===== config.mk =====
export PLATFORM = sky130hd
export DESIGN_NAME = instr_encoder
export DESIGN_NICKNAME = d
export VERILOG_FILES = /design/src/rtl/instr_encoder.sv
export SDC_FILE = /design/constraint.sdc
export NUM_CORES = 1
export LEC_CHECK = 0
export ABC_CLOCK_PERIOD_IN_PS = 1850
export CORE_ASPECT_RATIO = 1.75
export CORE_MARGIN = 4
export CORE_UTILIZATION = 50
export CTS_BUF_LIST = sky130_fd_sc_hd__clkbuf_8
export CTS_CLUSTER_SIZE = 10
export DETAILED_ROUTE_END_ITERATION = 7
export GPL_TIMING_DRIVEN = 0
export PLACE_DENSITY = 0.78
export REMOVE_ABC_BUFFERS = 1
export SLEW_MARGIN = 20
export SYNTH_ARGS = -nofsm -noshare
export SYNTH_HDL_FRONTEND = slang
export SYNTH_SLANG_ARGS = --single-unit

===== constraint.sdc =====
create_clock -name clk -period 1.85 [get_ports clk]
set_input_delay 0.37 -clock clk [delete_from_list [all_inputs] [get_ports clk]]
set_output_delay 0.37 -clock clk [all_outputs]
set_load 0.01 [all_outputs]

===== src/rtl/instr_encoder.sv =====
// MIPS instruction encoder: packs symbolic requests into 32-bit words, buffers them
// in a DEPTH-entry FIFO and streams them out with byte addresses. Optional macro: ENC_ILLEGAL_CHECK_EN.
module instr_encoder #(
    parameter int          DEPTH     = 4,
    parameter logic [31:0] BASE_ADDR = 32'h0
) (
    input  logic        clk,
    input  logic        rst,
    input  logic        req_valid,
    output logic        req_ready,
    input  logic [3:0]  req_op,
    input  logic [4:0]  req_rs,
    input  logic [4:0]  req_rt,
    input  logic [4:0]  req_rd,
    input  logic [25:0] req_imm,
    output logic        instr_valid,
    input  logic        instr_ready,
    output logic [31:0] instr_word,
    output logic [31:0] instr_addr,
    output logic        err_illegal
);

    localparam int          AW       = (DEPTH > 1) ? $clog2(DEPTH) : 1;
    localparam logic [AW:0] FULL_CNT = (AW + 1)'(DEPTH);

    logic [31:0]   mem_q [DEPTH];
    logic [AW-1:0] wr_ptr_q, wr_ptr_d;
    logic [AW-1:0] rd_ptr_q, rd_ptr_d;
    logic [AW:0]   count_q, count_d;
    logic [31:0]   addr_q, addr_d;
    logic [31:0]   enc_word;
    logic          accept;
    logic          push;
    logic          pop;

    always_comb begin
        enc_word = 32'h0000_0000;
        case (req_op)
            4'd0:  enc_word = {6'b000000, req_rs, req_rt, req_rd, 5'b0, 6'b100000};
            4'd1:  enc_word = {6'b000000, req_rs, req_rt, req_rd, 5'b0, 6'b100010};
            4'd2:  enc_word = {6'b000000, req_rs, req_rt, req_rd, 5'b0, 6'b100100};
            4'd3:  enc_word = {6'b000000, req_rs, req_rt, req_rd, 5'b0, 6'b100101};
            4'd4:  enc_word = {6'b000000, req_rs, req_rt, req_rd, 5'b0, 6'b101010};
            4'd5:  enc_word = {6'b100011, req_rs, req_rt, req_imm[15:0]};
            4'd6:  enc_word = {6'b101011, req_rs, req_rt, req_imm[15:0]};
            4'd7:  enc_word = {6'b001000, req_rs, req_rt, req_imm[15:0]};
            4'd8:  enc_word = {6'b001100, req_rs, req_rt, req_imm[15:0]};
            4'd9:  enc_word = {6'b000010, req_imm};
            4'd10: enc_word = {6'b000100, req_rs, req_rt, req_imm[15:0]};
            4'd11: enc_word = {6'b000101, req_rs, req_rt, req_imm[15:0]};
            default: enc_word = 32'h0000_0000;
        endcase
    end

    // No bypass: a full FIFO refuses the request even if the head pops this cycle.
    assign req_ready   = (count_q != FULL_CNT);
    assign instr_valid = (count_q != '0);
    assign instr_word  = mem_q[rd_ptr_q];
    assign instr_addr  = addr_q;
    assign accept      = req_valid && req_ready;
    assign pop         = instr_valid && instr_ready;

`ifdef ENC_ILLEGAL_CHECK_EN
    logic illegal;
    logic err_q, err_d;

    assign illegal     = req_op[3] && req_op[2];
    assign push        = accept && !illegal;
    assign err_d       = err_q || (accept && illegal);
    assign err_illegal = err_q;

    always_ff @(posedge clk or posedge rst) begin
        if (rst) begin
            err_q <= 1'b0;
        end else begin
            err_q <= err_d;
        end
    end
`else
    assign push        = accept;
    assign err_illegal = 1'b0;
`endif

    always_comb begin
        wr_ptr_d = push ? wr_ptr_q + 1'b1 : wr_ptr_q;
        rd_ptr_d = pop ? rd_ptr_q + 1'b1 : rd_ptr_q;
        addr_d   = pop ? addr_q + 32'd4 : addr_q;
        count_d  = count_q;
        case ({push, pop})
            2'b10:   count_d = count_q + 1'b1;
            2'b01:   count_d = count_q - 1'b1;
            default: count_d = count_q;
        endcase
    end

    always_ff @(posedge clk or posedge rst) begin
        if (rst) begin
            wr_ptr_q <= '0;
            rd_ptr_q <= '0;
            count_q  <= '0;
            addr_q   <= BASE_ADDR;
        end else begin
            wr_ptr_q <= wr_ptr_d;
            rd_ptr_q <= rd_ptr_d;
            count_q  <= count_d;
            addr_q   <= addr_d;
        end
    end

    // Storage carries data only; its contents are don't-care while count is 0.
    always_ff @(posedge clk) begin
        if (push) begin
            mem_q[wr_ptr_q] <= enc_word;
        end
    end

endmodule

======== Word level (Yosys, flattened, before mapping) ========
Memories as Yosys holds them, arrays and structs flattened.
Index checks and enable logic that the tools add are counted.
storage, ports and cells
  flip-flop bits (word level) ............. 39
  bits in writable memories ............... 128
  word-level logic and storage cells ...... 33
  memories kept ........................... 1
operators by class
  $add $sub $neg .......................... 5
  equal/unequal tests ..................... 14
  muxes and demuxes ....................... 4
  reduce and logical (&&, ||, !) cells .... 5
memories
  name   words  width  rd ports  clocked after memory_dff  wr ports  RTL line  text
  mem_q  4      32     1         0                         1         26        logic [31:0] mem_q [DEPTH];
operators with widths
  operator                 count
  $pmux W32 S12            1
  $add A32 B3 Y32 const B  1
  $eq A4 B3 Y1 const B     4
  $eq A4 B4 Y1 const B     4
  $eq A4 B2 Y1 const B     2
  $pmux W3 S2              1
  $add A2 B1 Y2 const B    2
  $eq A4 B1 Y1 const B     1
  $logic_not A4 Y1         1
  $add A3 B1 Y3 const B    1
  $ne A3 B3 Y1 const B     1
  $reduce_bool A3 Y1       1
  $sub A3 B1 Y3 const B    1
  $eq A2 B1 Y1 const B     1
  $eq A2 B2 Y1 const B     1
  $logic_and A1 B1 Y1      2
  $mux W1                  2
  $reduce_bool A2 Y1       1

======== Logic depth before layout (Yosys ltp) ========
  word-level depth ........................ 4
  depth in mapped cells ................... 10

======== Worst setup path before layout ========
OpenSTA, ideal clock, no wires.
  path kind ............................... reg2reg
  from .................................... reg count_q[0]
  to ...................................... reg count_q[2]
  arrival ................................. 1,918 ps
  required time ........................... 1,771 ps
  path slack .............................. -147 ps
  cell stages (with the launch flop) ...... 11
  period minus slack after synthesis ...... 1,997 ps
  cell sequence ........................... dfrtp_1 inv_1 nand3_1 and2_1 inv_1 ha_1 inv_1 fa_1 xor2_1 nor2_1 xor2_1
between the ends
  word-level cells in the longest chain between the ends .. 4
  elaborated cells between the ends (all ways) .. 10
RTL lines
  what                                               RTL line  text
  start, declared                                    29        logic [AW:0] count_q, count_d;
  start signal, assigned                             105       count_q <= count_d;
  $ne A3 B3 Y1 (*)                                   56        assign req_ready = (count_q != FULL_CNT);
  named net req_ready                                10        output logic req_ready,
  $logic_and A1 B1 Y1 (*)                            60        assign accept = req_valid && req_ready;
  $eq A2 B1 Y1 or $eq A2 B2 Y1 (tied branches)       89        case ({push, pop})
  $pmux W3 S2 or $reduce_bool A2 Y1 (tied branches)  n/a
Mark *: on every way through the listed nets, which the timed path passes. The rest lies on a longest branch.
A chain may end at the register's enable or synchronous reset.

======== Worst setup path in the final report ========
  from .................................... reg rd_ptr_q[0]
  to ...................................... out instr_word[26]
between the ends
  word-level cells in the longest chain between the ends .. 1
RTL lines
  what                    RTL line  text
  start, declared         28        logic [AW-1:0] rd_ptr_q, rd_ptr_d;
  start signal, assigned  104       rd_ptr_q <= rd_ptr_d;
  $mem_v2 Z4 W32          n/a
  end, declared           18        output logic [31:0] instr_word,
No other way between the ends.

==> impl_results.html <==
<table>
<tr><th>Metric</th><th>Value</th></tr>
<tr><th colspan="2">Run status</th></tr>
<tr><td>Status</td><td>complete, but fails checks</td></tr>
<tr><td>Violations in the final reports</td><td>setup timing</td></tr>
<tr><th colspan="2">Global route</th></tr>
<tr><td>Via count of the first global-routing pass</td><td>4526</td></tr>
<tr><td>Aggregate global-route resource usage</td><td>19.8%</td></tr>
<tr><td>Antenna violations before repair</td><td>0</td></tr>
<tr><td>Maximum number of pins on one net before global-route repair</td><td>38</td></tr>
<tr><td>First-pass GRT wire length</td><td>24.3 mm</td></tr>
<tr><td>Total global routing overflow</td><td>0</td></tr>
<tr><th colspan="2">Pwr</th></tr>
<tr><td>Portion of total power attributed to the clock network</td><td>19.1%</td></tr>
<tr><td>Power dissipated by switching net loads</td><td>approximately 3.8 mW</td></tr>
<tr><td>Worst vdd rail ir drop</td><td>0.793 mV</td></tr>
<tr><td>Internal power consumption</td><td>around 8.4 mW</td></tr>
<tr><td>Logic gate share of total power</td><td>39.8%</td></tr>
<tr><td>Static leakage</td><td>around 3.5 nW</td></tr>
<tr><td>Sequential group share of total power</td><td>41.1%</td></tr>
<tr><td>P per Cell Area</td><td>around 1300 nW/um^2</td></tr>
<tr><td>Switching part of the total power</td><td>31.2%</td></tr>
<tr><th colspan="2">Worst setup path</th></tr>
<tr><td>Worst setup path category</td><td>flop to output pin</td></tr>
<tr><td>Peak per-stage delay on the critical path</td><td>0.50 ns</td></tr>
<tr><td>Endpoint kind of the worst setup timing path</td><td>output pin</td></tr>
<tr><td>Most common cell on crit path</td><td>sky130_fd_sc_hd__buf_12</td></tr>
<tr><td>Critical path data arrival time</td><td>~1.8 ns</td></tr>
<tr><td>Worst path required time</td><td>around 1.5 ns</td></tr>
<tr><td>Crit path max fanout</td><td>8</td></tr>
<tr><td>Critical path's slowest cell</td><td>sky130_fd_sc_hd__dfrtp_4</td></tr>
<tr><td>List of cells traversed by the critical path</td><td>buf_12, buf_12, mux4_2, buf_6</td></tr>
<tr><td>Startpoint class of the critical path</td><td>flop</td></tr>
<tr><th colspan="2">Synthesis</th></tr>
<tr><td>Prevailing post-synth register cell</td><td>sky130_fd_sc_hd__edfxtp_1</td></tr>
<tr><td>Synthesized-area fraction occupied by ao, oa, aoi and oai cells</td><td>4.59%</td></tr>
<tr><td>Per-instance average area after synthesis</td><td>16.7 sq um</td></tr>
<tr><td>Synthesis Warnings</td><td>0</td></tr>
<tr><td>Multiplexer share of the synthesized area</td><td>11.5%</td></tr>
<tr><td>Synthesized-area fraction occupied by adder cells</td><td>1.37%</td></tr>
<tr><td>Asr flop ratio synth</td><td>23.0%</td></tr>
<tr><td>Simple-gate share of the synthesized area</td><td>under 10%</td></tr>
<tr><td>Share of the synthesized netlist area taken by xor and xnor gates</td><td>4.54%</td></tr>
<tr><td>Synthesized instance count</td><td>416</td></tr>
<tr><td>Part of the Yosys area used for sequential elements</td><td>66.9%</td></tr>
<tr><td>Post-synth EDFFs</td><td>approximately 120</td></tr>
<tr><td>Main combinational cell family by area after synthesis</td><td>multiplexers</td></tr>
<tr><td>Register bit total from synthesis</td><td>roughly 160</td></tr>
<tr><td>Synth cell types</td><td>49</td></tr>
<tr><td>Post-Syn Area</td><td>a little under 7000 sq um</td></tr>
<tr><th colspan="2">Floorplan</th></tr>
<tr><td># rows</td><td>56</td></tr>
<tr><td>Starting Density</td><td>51.4%</td></tr>
<tr><td>Core area</td><td>13500 sq um</td></tr>
<tr><td>X dimension of the die</td><td>97.1 um</td></tr>
<tr><td>I/O pin cnt</td><td>116</td></tr>
<tr><td>Floorplan die height</td><td>roughly 160 um</td></tr>
<tr><td>Die footprint</td><td>15900 sq um</td></tr>
<tr><th colspan="2">Placed design</th></tr>
<tr><td>Cell total after placement</td><td>686</td></tr>
<tr><td>Final weighted congestion in routability-driven placement</td><td>~0.75</td></tr>
<tr><td># port buffers</td><td>between 100 and 150</td></tr>
<tr><td>Placed wire-length estimate</td><td>9.72 mm</td></tr>
<tr><th colspan="2">Timing</th></tr>
<tr><td>Post-layout min period</td><td>2.21 ns</td></tr>
<tr><td>Smallest hold slack</td><td>0.401 ns</td></tr>
<tr><td>Number of setup violations in the final report</td><td>32</td></tr>
<tr><td>Unrepaired setup endpoints after global routing</td><td>yes</td></tr>
<tr><td>Measured slew at the worst slew-check pin</td><td>0.773 ns</td></tr>
<tr><td>Worst Skew</td><td>between 0.01 and 0.015 ns</td></tr>
<tr><td>FMAX</td><td>approximately 0.45 GHz</td></tr>
<tr><td>Post-layout worst setup margin</td><td>-0.361 ns</td></tr>
<tr><td>Final Max Tran Viols</td><td>0</td></tr>
<tr><td>Max transition margin</td><td>48.4%</td></tr>
<tr><td>Final Hold Vio Count</td><td>0</td></tr>
<tr><td>Portion of the clock cycle consumed by the worst path in the final layout</td><td>120%</td></tr>
<tr><th colspan="2">Cells and area</th></tr>
<tr><td>Leading cell type in the layout, fill and taps excluded</td><td>sky130_fd_sc_hd__edfxtp_1</td></tr>
<tr><td>Net count, final</td><td>621</td></tr>
<tr><td>Filler-free cell count of the finished design</td><td>753</td></tr>
<tr><td>Ratio of cells with drive above 1 in the final layout</td><td>32.0%</td></tr>
<tr><td>Layout overhead on the synthesized area</td><td>31.4%</td></tr>
<tr><td>Commonest non-fill, non-tap cells in the layout</td><td>sky130_fd_sc_hd__edfxtp_1 (124), sky130_fd_sc_hd__clkdlybuf4s50_1 (71), sky130_fd_sc_hd__mux4_2 (31)</td></tr>
<tr><th colspan="2">Clock tree</th></tr>
<tr><td>Maximum level of the CTS H-tree</td><td>4</td></tr>
<tr><td>Number of buffers created by CTS</td><td>17</td></tr>
<tr><td>CTS tree</td><td>built</td></tr>
<tr><td>Clock Pin Slew Worst Setup and Hold Paths</td><td>~0.09 ns</td></tr>
<tr><td>Worst-Skew Late Latency</td><td>0.44 ns</td></tr>
<tr><td>Number of hold buffers added after cts</td><td>0</td></tr>
<tr><td>Number of sinks driven by the clock tree</td><td>approximately 160</td></tr>
<tr><td>Root buffer cell</td><td>sky130_fd_sc_hd__clkbuf_8</td></tr>
<tr><td>Maximum clock insertion buffer count</td><td>2</td></tr>
<tr><th colspan="2">Detailed routing</th></tr>
<tr><td>Drt first pass iters</td><td>5</td></tr>
<tr><td>Antenna-violating nets left</td><td>0</td></tr>
<tr><td>Vias</td><td>~4200</td></tr>
<tr><td>Number of DRC markers in iteration 0</td><td>254</td></tr>
<tr><td>Routed wire length per instance</td><td>a little over 20 um</td></tr>
<tr><td>Per-cell via count in the routed design</td><td>between 5 and 6</td></tr>
<tr><td>Remaining design rule violation count</td><td>0</td></tr>
<tr><td>Total wire length after detailed routing</td><td>15.4 mm</td></tr>
<tr><th colspan="2">Worst hold path</th></tr>
<tr><td>Hold/Removal Path Class</td><td>primary input to asynchronous set/reset pin</td></tr>
<tr><th colspan="2">Job</th></tr>
<tr><td>Max-cap violations</td><td>0</td></tr>
</table>
[power groups by stage]
stage                     clock (mW)  combinational [mW]  sequential, mW
after floorplan                    0                1.90            5.25
after global placement             0                3.49            5.40
after detailed placement           0                3.78            5.34
after CTS                       2.37                4.55            5.02
after global routing            2.57                5.17            5.06
final                           2.33                4.85            5.00
[state kept, by name, summed over array words and instances, names as in the netlist]
signal,flops
instr_addr,30
wr_ptr_q,2
count_q,3
rd_ptr_q,2
mem_q,124
[what timing repair did]
item,CTS,global route
hold endpoints to repair,0,0
pin swaps,3,3
endpoints found under the setup margin,165,110
gates cloned,2,0
gates resized for setup,181,25
setup buffers,16,17
[final timing paths]
kind | from | end | slack [ns] | depth (start not counted)
min in group clk | instr_addr[19] | instr_addr[19] | 0.50 | 1
max reg2reg | count_q[1] | count_q[2] | 0 | 10
max | rd_ptr_q[0] | instr_word[26] | -0.36 | 4
min | rst | instr_addr[26] | 0.40 | 2
min reg2reg | instr_addr[19] | instr_addr[19] | 0.50 | 1
max in group asynchronous | rst | rd_ptr_q[0] | 0.87 | 2
[worst max-delay path: cells and delay by family, from the launching register on]
kind	cells	cell delay, ns
buffers and inverters	3	0.44
flip-flops	1	0.50
multiplexers	1	0.48
[per-stage QoR]
stage	worst slack, ns	util (%)	TNS (ns)	cell area (sq um)	power (mW)
final	-0.361	67.5	-9.47	9130	12.2
after global routing	-0.435	67.5	-11.97	9120	12.8
after CTS	-0.389	65.8	-10.34	8900	11.9
after detailed placement	-1.21	61.2	-138.47	8270	9.12
after global placement	-1.64	60.3	-264.43	8160	8.89
after floorplan	-0.586	-	-20.01	6830	7.15
[logic make-up (layout without fill, tap and decap cells)]
logic type,count (synthesis),in the layout
AO/OA/AOI/OAI,44,44
XOR/XNOR,36,36
adder cells (fa/ha/maj),7,7
buffers and inverters,36,195
flip-flops,161,161
multiplexers,41,41
other,1,5
AND/OR/NAND/NOR,90,90
[cell usage after synthesis, types with 2 or more instances]
cell	n	area (sq um)
sky130_fd_sc_hd__xor2_1	21	184
sky130_fd_sc_hd__edfxtp_1	124	3720
sky130_fd_sc_hd__and3_1	7	43.8
sky130_fd_sc_hd__xnor2_1	15	131
sky130_fd_sc_hd__o2bb2ai_1	10	87.6
sky130_fd_sc_hd__a21oi_1	3	15.0
sky130_fd_sc_hd__o22ai_1	6	37.5
sky130_fd_sc_hd__dfrtp_1	37	926
sky130_fd_sc_hd__and2_1	9	56.3
sky130_fd_sc_hd__nor4_4	2	42.5
sky130_fd_sc_hd__nand2_1	19	71.3
sky130_fd_sc_hd__nor4_1	6	37.5
sky130_fd_sc_hd__nand2b_1	2	12.5
sky130_fd_sc_hd__nor2_1	7	26.3
sky130_fd_sc_hd__nand3_4	2	35.0
sky130_fd_sc_hd__nand4_1	2	12.5
sky130_fd_sc_hd__nor2_2	2	12.5
sky130_fd_sc_hd__buf_4	4	30.0
sky130_fd_sc_hd__nand3_1	10	50.1
sky130_fd_sc_hd__a22oi_1	15	113
sky130_fd_sc_hd__buf_1	3	11.3
sky130_fd_sc_hd__mux2_2	3	33.8
sky130_fd_sc_hd__clkbuf_1	8	30.0
sky130_fd_sc_hd__mux2i_1	7	70.1
sky130_fd_sc_hd__ha_1	6	75.1
sky130_fd_sc_hd__nor2b_1	3	18.8
sky130_fd_sc_hd__buf_2	6	30.0
sky130_fd_sc_hd__and4_1	2	17.5
sky130_fd_sc_hd__nand4_4	2	42.5
sky130_fd_sc_hd__o21ai_0	5	25.0
sky130_fd_sc_hd__a21o_1	2	15.0
sky130_fd_sc_hd__mux4_2	31	698
sky130_fd_sc_hd__inv_1	13	48.8
sky130_fd_sc_hd__nor3_1	7	35.0
[routing by layer]
layer | GRT usage, % | routed length [um] | vias to the layer above
met5 | 0 | 0 | -
met4 | 7.54 | 219 | 0
met3 | 4.42 | 978 | 18
met2 | 36.4 | 8740 | 166
met1 | 22.3 | 5430 | 2132
li1 | - | - | 1909
[final cells by class]
| cell class | count | area (sq um) |
|---|---|---|
| clock buffers | 17 | 234 |
| fillers | 915 | 4400 |
| diodes | 1 | 2.50 |
| repair buffers | 150 | 1610 |
| clock inverters | 15 | 128 |
| multi-input cells | 222 | 2220 |
| well taps | 174 | 218 |
| inverters | 13 | 52.6 |
| flip-flops and latches | 161 | 4670 |
Note: power is estimated with default switching activity, not from simulation.
==> edit 1, RTL diff (config.mk and constraints unchanged) <==
Set the parameter `DEPTH` to 8 (it was 4).
--- a/src/rtl/instr_encoder.sv
+++ b/src/rtl/instr_encoder.sv
@@ -1,7 +1,7 @@
 // MIPS instruction encoder: packs symbolic requests into 32-bit words, buffers them
 // in a DEPTH-entry FIFO and streams them out with byte addresses. Optional macro: ENC_ILLEGAL_CHECK_EN.
 module instr_encoder #(
-    parameter int          DEPTH     = 4,
+    parameter int          DEPTH     = 8,
     parameter logic [31:0] BASE_ADDR = 32'h0
 ) (
     input  logic        clk,
Function: changed (Yosys sat finds a counterexample within 10 cycles, from zero or initial values and one cycle with rst high).
==> edit 1 against the unedited design <==
  * The run still ends with negative setup slack left
  * Wire length up 120%
  * Sequential cell count up 127
  * Final area up 82%
  * Total power is 99% higher
  * Clock skew rose by 35 ps
  * Setup slack lost 530 ps
  * Synthesized area rose by 72%
  * Largest cell class unchanged
==> edit 1: results (changes against the unedited design) <==
powerSeq_mw: 8.91  # +78%
p_seq_share_pct: 36.8  # -4.3 points
area_delta_synth_final_pct: 39.1
cp.arrival_ps: 2370  # +530 ps
post_cts_buffers: 111  # +95
grt_pass1_wl_um: 49800  # +110%
grt_pass1_vias: 8099  # +79%
routed_wl_um: 34400  # +120%
drtIter0Drc: 681  # +170%
cpPeakStageDelay_ps: 550  # +50 ps
finalNonFillerCells: 1276  # +69%
r2r_start: "count_q[0]"
seq_area_frac_synth_pct: 70.6  # +3.7 points
setup_viol: 269  # +740%
worst_slack_ps: -888  # -527 ps
violations: "negative setup slack"
synth-async-reset-ratio_pct: 13.9  # -9.1 points
crit_end: "instr_word[12]"
synth.area.top_cells: "edfxtp_1, mux4_2, dfrtp_1, mux2_2, xnor2_1"
ys_types: 46  # -6.1%
clk_latency_ps: 550  # +110 ps
ir_drop_mv: 0.992  # +25%
routed-wl-met2_um: 18600  # +110%
cpLargestDelayFamily: "multiplexers"
holdWs_ps: 81.0  # -320 ps
p_clk_mw: 4.61  # +98%
fill_cells: 1321  # +44%
drive_gt1_share_pct: 44.1  # +12 points
nets: 1000  # +61%
grtUsageMet3_pct: 4.60  # +0.18 points
regToRegSetupSlack_ps: -560  # -560 ps
path_max_fanout: 7  # -1
place_hpwl_um: 18200  # +87%
fin_tns_setup_ps: -80950  # -71480 ps
grtUsageMet1_pct: 28.3  # +5.9 points
cts_max_level: 2  # -2
cts_resized: 373  # +110%
leakagePower_nw: 6.30  # +81%
p_int_mw: 16.6  # +99%
clockBufferDepth: 3  # +1
skew_ps: 49.9  # +34.9 ps
use_met2_pct: 46.1  # +9.6 points
r2r_end: "count_q[3]"
synth_mux_area_share_pct: 15.4  # +3.9 points
gp_congestion: 0.828  # +9.8%
largest_register_ffs: 248  # +100%
synth.cells.most_frequent: "edfxtp_1, mux4_2, dfrtp_1"
synth_edf_count: 248  # +100%
numCtsBuffers: 39  # +22
vias: 7661  # +81%
place_ws_ps: -1650  # -439 ps
synth_compound_area_share_pct: 3.05  # -1.5 points
post-place-cells: 1070  # +56%
max_slew_margin_pct: 45.0  # -3.4 points
grt_max_degree: 33  # -13%
status: "finished with violations"
synthXorXnorAreaFrac_pct: 2.71  # -1.8 points
wl_met1_um: 11600  # +110%
synth_adder_area_share_pct: 0.795  # -0.57 points
[edit 1: cell types whose count changed in the layout (fill, tap and decap cells not counted), moves of 17 or more]
cell	unedited run	this run
edfxtp_1	124	248
clkbuf_8	17	41
mux4_2	31	62
dlygate4sd2_1	2	22
xor2_1	21	4
xnor2_1	15	32
buf_6	30	119
clkdlybuf4s50_1	71	47
mux2_4	0	24
buf_4	26	46
[edit 1: worst reg2reg max path, cell delays in order, from the launching register on]
cell,delay (ps)
dfrtp_2,410
buf_6,130
buf_6,120
o41ai_4,400
inv_4,70
ha_4,190
ha_4,240
a21o_1,200
a21oi_2,170
mux2i_1,250
xnor2_1,150
[edit 1: final cells by class]
cell class | count | share of cell area [%]
flip-flops and latches | 288 | 50.9
multi-input cells | 313 | 22.1
clock buffers | 41 | 3.39
clock inverters | 27 | 0.865
repair buffers | 291 | 20.2
inverters | 11 | 0.316
well taps | 304 | 2.29
diodes | 1 | 0.0150
==> edit 2, RTL diff (same settings) <==
Without the edit above. Add a define of `ENC_ILLEGAL_CHECK_EN`.
--- a/src/rtl/instr_encoder.sv
+++ b/src/rtl/instr_encoder.sv
@@ -1,5 +1,7 @@
 // MIPS instruction encoder: packs symbolic requests into 32-bit words, buffers them
 // in a DEPTH-entry FIFO and streams them out with byte addresses. Optional macro: ENC_ILLEGAL_CHECK_EN.
+`define ENC_ILLEGAL_CHECK_EN
+
 module instr_encoder #(
     parameter int          DEPTH     = 4,
     parameter logic [31:0] BASE_ADDR = 32'h0
Formal check against the unedited RTL: not equivalent (Yosys sat finds a counterexample within 4 cycles, from zero or initial values and one cycle with rst high).
==> edit 2 against the unedited design <==
  * The run still ends with negative setup slack left
  * Sequential power decreased by 3%
  * Total power decreased by 3.8%
  * Register-to-register slack got worse by 240 ps
  * Sequential cell count increased by 1
  * Setup slack got worse by 1.6 ps
  * Synthesized area decreased by 0.61%
  * Global-route usage increased by 0.15 points
  * Final area increased by 1.1%
  * Wire length increased by 2.2%
==> edit 2: results (changes against the unedited design) <==
seq_area_frac_synth_pct: 67.7  # +0.77 points
sh_seq_area_pct: 50.8  # -0.31 points
ir_drop_mv: 0.600  # -24%
non_clock_inverter_count: 12  # -1
multi_input_area_mm2: 0.00214  # -3.6%
worst_slack_ps: -363  # -1.64 ps
clock_area_share_pct: 3.95  # -0.015 points
dpl_cell_area_mm2: 0.00824  # -0.36%
grt_pass1_vias: 4420  # -2.3%
port_buffers: 112  # +0.90%
buffer_area_share_pct: 19.2  # +1.6 points
synth.area.top_cells: "edfxtp_1, dfrtp_1, mux4_2, xnor2_1, a22oi_1"
drt_first_pass_iters: 4  # -1
synth-async-reset-ratio_pct: 23.5  # +0.48 points
routedWlPerCell_um: 20.6  # +0.97%
post_drt_via_cell_ratio: 5.61  # about the same
setup_viol: 39  # +22%
regToRegSetupSlack_ps: -240  # -240 ps
post_cts_buffers: 22  # +6
grt_pass1_wl_um: 24100  # -0.62%
switching_power_mw: 3.62  # -4.9%
ys.flop_type: "edfxtp_1"
antennaDiodeCount: 0  # -1
cts_resized: 192  # +6.1%
post-place-cells: 679  # -1.0%
p_int_mw: 8.10  # -3.3%
final_area_mm2: 0.00922  # +1.1%
max_slew_margin_pct: 48.5  # +0.082 points
holdWs_ps: 374  # -26.7 ps
violations: "negative setup slack"
cpLargestDelayFamily: "flip-flops"
synth_cells: 409  # -1.7%
grt_max_degree: 39  # +2.6%
ys_types: 47  # -4.1%
synth.cells.most_frequent: "edfxtp_1, dfrtp_1, mux4_2"
leakagePower_nw: 3.54  # +1.4%
cpPeakStageDelay_ps: 540  # +40 ps
status: "finished with violations"
place_ws_ps: -1400  # -185 ps
path_max_fanout: 7  # -1
p_comb_mw: 4.55  # -6.2%
gp_congestion: 0.729  # -3.4%
drive_gt1_share_pct: 32.5  # +0.48 points
buffers: 168  # +12%
fin_tns_setup_ps: -10880  # -1410 ps
place_hpwl_um: 9810  # +0.91%
grt_usage_pct: 20.0  # +0.15 points
multi_input_gates: 214  # -3.6%
drtIter0Drc: 230  # -9.4%
ys_ff_latch: 162  # +0.62%
fill_cells: 890  # -2.7%
vias: 4277  # +1.2%
==> edit 2: worst paths after layout <==
path,startpoint,end
setup / recovery,rd_ptr_q[0],instr_word[10]
hold / removal,rst,instr_addr[12]
setup reg to reg,count_q[0],count_q[2]
hold reg to reg,err_illegal,err_illegal
max in group asynchronous,rst,rd_ptr_q[0]
min in group clk,err_illegal,err_illegal
==> edit 2: routing by layer <==
| metal | share of wire [%] | track usage [%] | vias up |
|---|---|---|---|
| met3 | 6.8 | 5.98 | 16 |
| met4 | 1.2 | 5.81 | 0 |
| met5 | 0 | 0 | - |
| met2 | 57 | 36.8 | 166 |
| li1 | - | - | 1924 |
| met1 | 35 | 22.2 | 2171 |
==> edit 2: logic make-up after synthesis <==
family	after synthesis	synth area share (%)
and+or+nand+nor	82	7.00
adders and majority gates	7	1.38
muxes	39	11.3
DFF	162	67.7
other	1	0.0543
AOI/OAI and AO/OA	47	5.18
buffers and inverters	35	2.83
xor gates and xnor gates	36	4.57
